[src/rtl/flex_counter_pkg.sv]
// Shared types and default sizes for the multi-channel flex counter.
// Contents:
//   cnt_dir_t    : count direction (up / down)
//   cnt_mode_t   : behaviour at the terminal value (wrap / saturate)
//   DEF_CNT_BITS : default width of one channel's count
//   DEF_NUM_CH   : default number of channels
package flex_counter_pkg;

    typedef enum logic {CNT_UP = 1'b0, CNT_DOWN = 1'b1} cnt_dir_t;
    typedef enum logic {MODE_WRAP = 1'b0, MODE_SAT = 1'b1} cnt_mode_t;

    localparam int DEF_CNT_BITS = 8;
    localparam int DEF_NUM_CH   = 4;

endpackage

[src/rtl/flex_counter_multi_if.sv]
// Bundle of per-channel control inputs and status outputs of flex_counter_multi.
// Multi-bit fields are packed [NUM_CH-1:0][NUM_CNT_BITS-1:0], so channel i is field [i].
// Modports:
//   master : drives clear/load/count_enable/count_down/saturate/load_val/rollover_val,
//            observes count_out/rollover_flag/wrap_pulse/any_wrap
//   slave  : the counter itself (mirror image of master)
// Handshake: there is no valid/ready pair. Every control input is sampled on every rising
// clk edge, and every output is valid in every cycle (count_out, rollover_flag and
// wrap_pulse are registered; any_wrap is their combinational reduction).
interface flex_counter_multi_if
    import flex_counter_pkg::*;
#(
    parameter int NUM_CNT_BITS = DEF_CNT_BITS,
    parameter int NUM_CH       = DEF_NUM_CH
);
    logic [NUM_CH-1:0]                    clear;
    logic [NUM_CH-1:0]                    load;
    logic [NUM_CH-1:0]                    count_enable;
    logic [NUM_CH-1:0]                    count_down;
    logic [NUM_CH-1:0]                    saturate;
    logic [NUM_CH-1:0][NUM_CNT_BITS-1:0]  load_val;
    logic [NUM_CH-1:0][NUM_CNT_BITS-1:0]  rollover_val;
    logic [NUM_CH-1:0][NUM_CNT_BITS-1:0]  count_out;
    logic [NUM_CH-1:0]                    rollover_flag;
    logic [NUM_CH-1:0]                    wrap_pulse;
    logic                                 any_wrap;

    modport master (
        output clear, load, count_enable, count_down, saturate, load_val, rollover_val,
        input  count_out, rollover_flag, wrap_pulse, any_wrap
    );

    modport slave (
        input  clear, load, count_enable, count_down, saturate, load_val, rollover_val,
        output count_out, rollover_flag, wrap_pulse, any_wrap
    );

endinterface

[src/rtl/flex_counter_ch.sv]
// One channel of the flex counter: next-count logic plus the count, rollover flag and
// wrap pulse registers.
// Ports:
//   clk, rst        : clock, asynchronous active-high reset
//   clear           : synchronous clear (highest priority)
//   load, load_val  : synchronous load, clamped to rollover_val
//   count_enable    : step the count by one in the selected direction
//   count_down      : 0 = up, 1 = down
//   saturate        : 0 = wrap at terminal, 1 = hold at terminal
//   rollover_val    : top count of this channel
//   count_out       : registered count
//   rollover_flag   : registered, count equals the terminal value
//   wrap_pulse      : registered one-cycle pulse after a wrap
module flex_counter_ch
    import flex_counter_pkg::*;
#(
    parameter int NUM_CNT_BITS = DEF_CNT_BITS
)
(
    input  logic                     clk,
    input  logic                     rst,
    input  logic                     clear,
    input  logic                     load,
    input  logic                     count_enable,
    input  logic                     count_down,
    input  logic                     saturate,
    input  logic [NUM_CNT_BITS-1:0]  load_val,
    input  logic [NUM_CNT_BITS-1:0]  rollover_val,
    output logic [NUM_CNT_BITS-1:0]  count_out,
    output logic                     rollover_flag,
    output logic                     wrap_pulse
);

    localparam logic [NUM_CNT_BITS-1:0] ONE  = NUM_CNT_BITS'(1);
    localparam logic [NUM_CNT_BITS-1:0] ZERO = '0;

    cnt_dir_t                 dir;
    cnt_mode_t                mode;
    logic [NUM_CNT_BITS-1:0]  next_count;
    logic [NUM_CNT_BITS-1:0]  terminal;
    logic                     next_wrap;
    logic                     next_flag;

    assign dir  = cnt_dir_t'(count_down);
    assign mode = cnt_mode_t'(saturate);

    // Terminal value follows the direction selected in this same cycle.
    assign terminal = (dir == CNT_DOWN) ? ZERO : rollover_val;

    always_comb begin
        next_count = count_out;
        next_wrap  = 1'b0;
        if (clear) begin
            next_count = ZERO;
        end else if (load) begin
            next_count = (load_val > rollover_val) ? rollover_val : load_val;
        end else if (count_enable) begin
            if (dir == CNT_UP) begin
                // >= rather than == so a count stranded above a lowered rollover_val
                // returns into range instead of running on to the natural overflow.
                if (count_out >= rollover_val) begin
                    if (mode == MODE_SAT) begin
                        next_count = rollover_val;
                    end else begin
                        next_count = ZERO;
                        next_wrap  = 1'b1;
                    end
                end else begin
                    next_count = count_out + ONE;
                end
            end else begin
                if (count_out == ZERO) begin
                    if (mode == MODE_SAT) begin
                        next_count = ZERO;
                    end else begin
                        next_count = rollover_val;
                        next_wrap  = 1'b1;
                    end
                end else if (count_out > rollover_val) begin
                    next_count = rollover_val;
                end else begin
                    next_count = count_out - ONE;
                end
            end
        end
    end

    // Flag only re-evaluates on activity; an idle channel keeps its last flag.
    always_comb begin
        next_flag = rollover_flag;
        if (clear) begin
            next_flag = 1'b0;
        end else if (load || count_enable) begin
            next_flag = (next_count == terminal);
        end
    end

    always_ff @(posedge clk or posedge rst) begin
        if (rst) begin
            count_out     <= '0;
            rollover_flag <= 1'b0;
            wrap_pulse    <= 1'b0;
        end else begin
            count_out     <= next_count;
            rollover_flag <= next_flag;
            wrap_pulse    <= next_wrap;
        end
    end

endmodule

[src/rtl/flex_counter_multi.sv]
// Multi-channel up/down flex counter: NUM_CH independent channels sharing clk and rst.
// Ports:
//   clk  : system clock, all state updates on the rising edge
//   rst  : asynchronous, active-high reset
//   bus  : flex_counter_multi_if slave modport carrying per-channel controls and status
module flex_counter_multi
    import flex_counter_pkg::*;
#(
    parameter int NUM_CNT_BITS = DEF_CNT_BITS,
    parameter int NUM_CH       = DEF_NUM_CH
)
(
    input  logic                  clk,
    input  logic                  rst,
    flex_counter_multi_if.slave   bus
);

    logic [NUM_CH-1:0][NUM_CNT_BITS-1:0]  cnt_q;
    logic [NUM_CH-1:0]                    flag_q;
    logic [NUM_CH-1:0]                    wrap_q;

    for (genvar i = 0; i < NUM_CH; i++) begin : g_ch
        flex_counter_ch #(
            .NUM_CNT_BITS (NUM_CNT_BITS)
        ) u_ch (
            .clk           (clk),
            .rst           (rst),
            .clear         (bus.clear[i]),
            .load          (bus.load[i]),
            .count_enable  (bus.count_enable[i]),
            .count_down    (bus.count_down[i]),
            .saturate      (bus.saturate[i]),
            .load_val      (bus.load_val[i]),
            .rollover_val  (bus.rollover_val[i]),
            .count_out     (cnt_q[i]),
            .rollover_flag (flag_q[i]),
            .wrap_pulse    (wrap_q[i])
        );
    end

    assign bus.count_out     = cnt_q;
    assign bus.rollover_flag = flag_q;
    assign bus.wrap_pulse    = wrap_q;
    assign bus.any_wrap      = |wrap_q;

endmodule

[src/flat_wrapper.sv]
// flat-port wrapper written by rule: the top's interface ports become plain ports
module flex_counter_multi_flat import flex_counter_pkg::*;
#(
    parameter int NUM_CNT_BITS = DEF_CNT_BITS,
    parameter int NUM_CH       = DEF_NUM_CH
)
  (clk, rst, bus_clear, bus_load, bus_count_enable, bus_count_down, bus_saturate, bus_load_val, bus_rollover_val, bus_count_out, bus_rollover_flag, bus_wrap_pulse, bus_any_wrap);
  flex_counter_multi_if #(.NUM_CNT_BITS(NUM_CNT_BITS), .NUM_CH(NUM_CH)) bus_i ();
  input  logic clk;
  input  logic rst;
  input wire logic [$bits(bus_i.clear)-1:0] bus_clear;
  input wire logic [$bits(bus_i.load)-1:0] bus_load;
  input wire logic [$bits(bus_i.count_enable)-1:0] bus_count_enable;
  input wire logic [$bits(bus_i.count_down)-1:0] bus_count_down;
  input wire logic [$bits(bus_i.saturate)-1:0] bus_saturate;
  input wire logic [$bits(bus_i.load_val)-1:0] bus_load_val;
  input wire logic [$bits(bus_i.rollover_val)-1:0] bus_rollover_val;
  output wire logic [$bits(bus_i.count_out)-1:0] bus_count_out;
  output wire logic [$bits(bus_i.rollover_flag)-1:0] bus_rollover_flag;
  output wire logic [$bits(bus_i.wrap_pulse)-1:0] bus_wrap_pulse;
  output wire logic [$bits(bus_i.any_wrap)-1:0] bus_any_wrap;
  assign bus_i.clear = bus_clear;
  assign bus_i.load = bus_load;
  assign bus_i.count_enable = bus_count_enable;
  assign bus_i.count_down = bus_count_down;
  assign bus_i.saturate = bus_saturate;
  assign bus_i.load_val = bus_load_val;
  assign bus_i.rollover_val = bus_rollover_val;
  assign bus_count_out = bus_i.count_out;
  assign bus_rollover_flag = bus_i.rollover_flag;
  assign bus_wrap_pulse = bus_i.wrap_pulse;
  assign bus_any_wrap = bus_i.any_wrap;
  flex_counter_multi #(.NUM_CNT_BITS(NUM_CNT_BITS), .NUM_CH(NUM_CH)) u_core (.clk(clk), .rst(rst), .bus(bus_i));
endmodule
[config.mk]
export PLATFORM = sky130hd
export DESIGN_NAME = flex_counter_multi_flat
export DESIGN_NICKNAME = d
export VERILOG_FILES = /design/src/rtl/flex_counter_pkg.sv /design/src/rtl/flex_counter_multi_if.sv /design/src/rtl/flex_counter_ch.sv /design/src/rtl/flex_counter_multi.sv /design/src/flat_wrapper.sv
export SDC_FILE = /design/constraint.sdc
export NUM_CORES = 1
export LEC_CHECK = 0
export CAP_MARGIN = 20
export CORE_MARGIN = 2
export CORE_UTILIZATION = 60
export CTS_CLUSTER_DIAMETER = 100
export DETAILED_ROUTE_END_ITERATION = 16
export MAX_ROUTING_LAYER = met4
export PLACE_DENSITY_LB_ADDON = 0.2
export SETUP_SLACK_MARGIN = 0.2
export SLEW_MARGIN = 20
export SYNTH_ARGS = -nofsm -noshare
export SYNTH_HDL_FRONTEND = slang
export SYNTH_HIERARCHICAL = 1
export SYNTH_SLANG_ARGS = --single-unit
export TNS_END_PERCENT = 20
[constraint.sdc]
create_clock -name clk -period 6.4 [get_ports clk]
set_input_delay 1.28 -clock clk [delete_from_list [all_inputs] [get_ports clk]]
set_output_delay 1.28 -clock clk [all_outputs]
set_load 0.01 [all_outputs]
==> metrics.txt <==
# DRC 0; FF-to-FF path depth 13; clock latency at the later pin of the worst-skew pair 0.30 ns; Combinational Power Share 54.9%; all-layer global routing usage 37.5%; Die ar. 13800 um2; CP max stage cell o41ai_1; Flop pwr share 23.8%; CP bufs+invs 3; most common flop cell mapped by yosys dfrtp_1; MaxCap Viol Count 0; vias in the first global route 8502; Pwr Density 161 nW/um2; Synth top area share 12.9%; worst-path maximum fanout 9; Post-Syn Area 7750 um2; reg2reg end u_core/g_ch[2].u_ch/rollover_flag; Pins Over Slew Limit 0; RSZ-0062 raised after global routing no; switching power total 663 uW; share of cells above drive strength 1 8.59%; Tightest Pin Transition 1.02 ns; Slew HR 31.0%; Post-synth EDFFs 0; Initial DRC Count 1140; post-CTS setup buffer count 0; largest net degree at the start of global routing 21; Hold Path Origin u_core/g_ch[3].u_ch/rollover_flag; HPWL after DPL 19.6 mm; maximum vdd drop 0.157 mV; Synth Area per Inst 7.80 um2; total gr overflow 0; critical path arrival 5.10 ns; post-CTS sizing 0; status complete, no violations; R2R setup slack 2.64 ns; area leader, netlist dfrtp_1; Hold Crit Class reg2reg; WP data required 6.63 ns; Pleak 3.54 nW; synthesized net count 1156; Net Sw Frac 44.8%; Crit Reg-Reg Startpoint u_core/g_ch[2].u_ch/count_out[0]; Syn Inst Count 994; IO buf count 126; minimum clock period 4.87 ns; Core ar. 12600 um2; drt pass-1 iters 8; routed len/inst 20.4 um; Starting Density 61.4%; # diodes 0; flops & latches, synth 40; yosys synthesis warning count 6; Crit. End Element flip-flop; Vias 8998; Sink Count 40; Rows 41; max incr delay on CP 0.93 ns; PnR worst setup slack 1.53 ns; GPL Wtd Cong 1.03; Fin. Hold Viols 0; P&R area growth vs syn 18.7%; ANT nets after route 0; CTS Buf Count 5; vias per cell 7.11; final setup TNS 0 ns; Die Span Y 118 um; worst setup path class in2reg; final wirelength 25.8 mm; CTS tree yes; global-route wire length before repair 41.9 mm; Post-synth ARST share 100%; delay-heaviest family, CP compound AO/OA/AOI/OAI gates; register area share after synthesis 12.9%; initial antenna violation count 0; Root Buffer clkbuf_16; Internal Power 815 uW; Cell Chain, Critical Path clkdlybuf4s50_1 -> inv_1 -> ha_1 -> nand4_1 -> nor2_1 -> a211oi_1 -> buf_4 -> o41ai_1 -> nor4b_4 -> or3_1 -> nand3_1 -> a32o_1 -> o2111a_1 -> a31o_1; ranking of synthesized cells by area dfrtp_1 13%, ha_1 12%, a21oi_1 4.8%, nor2_1 4.2%, nand2_1 3.4%; Clock Pin Slew Worst Setup and Hold Paths 0.07 ns; Distinct cells, synth 93; boundary pin count 127; fin crit share 76.1%; Placement Setup Slack 1.37 ns; H-tree depth 2; hold worst-path end u_core/g_ch[3].u_ch/rollover_flag; final net count 1255; Max Clk Rate 0.205 GHz; Die Span X 118 um; CTS Hold Bufs 0; Startpoint Class primary input; final clock skew 0.0139 ns; clock share of power 21.3%; Clock Path Buffers 2; hold path depth 2; setup violators final 0
## power groups by stage
stage,clock (mW),sequential (mW),combinational (mW)
CTS,0.316,0.349,0.788
finish,0.315,0.352,0.810
global route,0.327,0.356,0.877
floorplan,0,0.324,0.558
detailed placement,0,0.354,0.781
global placement,0,0.354,0.771
## per-layer routing
| metal | track usage (%) | share of wire, % |
|---|---|---|
| met5 | - | 0 |
| met4 | 15.8 | 3.7 |
| met3 | 6.73 | 10 |
| met2 | 58.2 | 45 |
| met1 | 48.1 | 41 |
## stage by stage
stage	total power [mW]	cell area, um2	std cells	hold slack (ns)	utilization [%]
after CTS	1.45	9200	1266	0.561	72.9
final	1.48	9200	1266	0.563	72.9
after floorplan	0.881	7750	994	0.560	-
after global placement	1.13	9020	1258	0.550	71.5
after detailed placement	1.13	9020	1258	0.534	71.5
after global routing	1.56	9200	1266	0.582	72.9
## sequential cells by signal, summed over array words and instances (netlist names)
name	count
u_core/g_ch.u_ch/rollover_flag	4
u_core/g_ch.u_ch/count_out	32
u_core/g_ch.u_ch/wrap_pulse	4
## worst min-delay path: stages (launching register included)
cell and delay [ns]:
dfrtp_1 0.37, nand3b_1 0.10, o31ai_2 0.07
## cell type report
cell class	count	area, um2
Timing Repair Buffer	129	1280
Inverter	56	210
Fill cell	1029	3420
Tap cell	172	215
Clock inverter	2	38.8
Clock buffer	6	139
Multi-Input combinational cell	861	6310
Sequential cell	40	1000
## cell usage after synthesis (6+ instances only)
master,instances
a211o_1,7
nor4_1,7
a21oi_1,75
o22ai_1,12
xnor2_1,19
mux2i_1,13
ha_1,76
clkbuf_1,10
o21ai_0,42
nor3b_1,9
a2111o_1,6
o21a_1,6
nor2_1,86
nand2_1,71
o2111ai_1,6
buf_6,7
a2111oi_4,6
o21ai_1,10
nand2b_1,11
buf_2,9
xor2_1,11
or3_1,11
o311ai_0,7
a21o_1,6
inv_1,55
nor2b_1,18
o41ai_1,6
a311oi_1,9
nor3_1,50
o211ai_1,22
a31oi_1,9
nand4_1,15
o21bai_1,8
a311o_1,9
buf_1,6
and3_1,11
nor4_2,6
o2111a_1,6
or2_2,12
dfrtp_1,40
a211oi_1,27
nand3_1,45
## kinds of logic (layout without fill, tap and decap cells)
kind of cell / after synthesis / after routing / synth area share, %
and+or+nand+nor: 397 / 397 / 28.2
AOI/OAI and AO/OA: 344 / 344 / 35.7
buffers and inverters: 93 / 193 / 5.67
adders and majority gates: 76 / 76 / 12.3
DFF: 40 / 40 / 12.9
xor gates and xnor gates: 30 / 30 / 3.39
muxes: 14 / 14 / 1.87
## cell usage in the layout (no fill, tap or decap), types with 12 or more instances in the layout
cell,Yosys,layout
nor3_1,50,50
o211ai_1,22,22
o21ai_0,42,42
nor2b_1,18,18
mux2i_1,13,13
ha_1,76,76
nand4_1,15,15
inv_1,55,55
nand2_1,71,71
xnor2_1,19,19
or2_2,12,12
nor2_1,86,86
dfrtp_1,40,40
clkdlybuf4s50_1,0,126
a21oi_1,75,75
nand3_1,45,45
o22ai_1,12,12
a211oi_1,27,27
## worst max path at each step
stage,startpoint,end,slack (ns),cells past startpoint
after floorplan,bus_rollover_val[5],u_core/g_ch[0].u_ch/rollover_flag,2.38,12
after global placement,bus_rollover_val[15],u_core/g_ch[1].u_ch/rollover_flag,1.50,14
after detailed placement,bus_rollover_val[15],u_core/g_ch[1].u_ch/rollover_flag,1.37,14
after CTS,bus_rollover_val[15],u_core/g_ch[1].u_ch/rollover_flag,1.66,14
after global routing,bus_rollover_val[15],u_core/g_ch[1].u_ch/rollover_flag,1.44,14
final,bus_rollover_val[15],u_core/g_ch[1].u_ch/rollover_flag,1.53,14
Power figures use the tool's default switching activity.
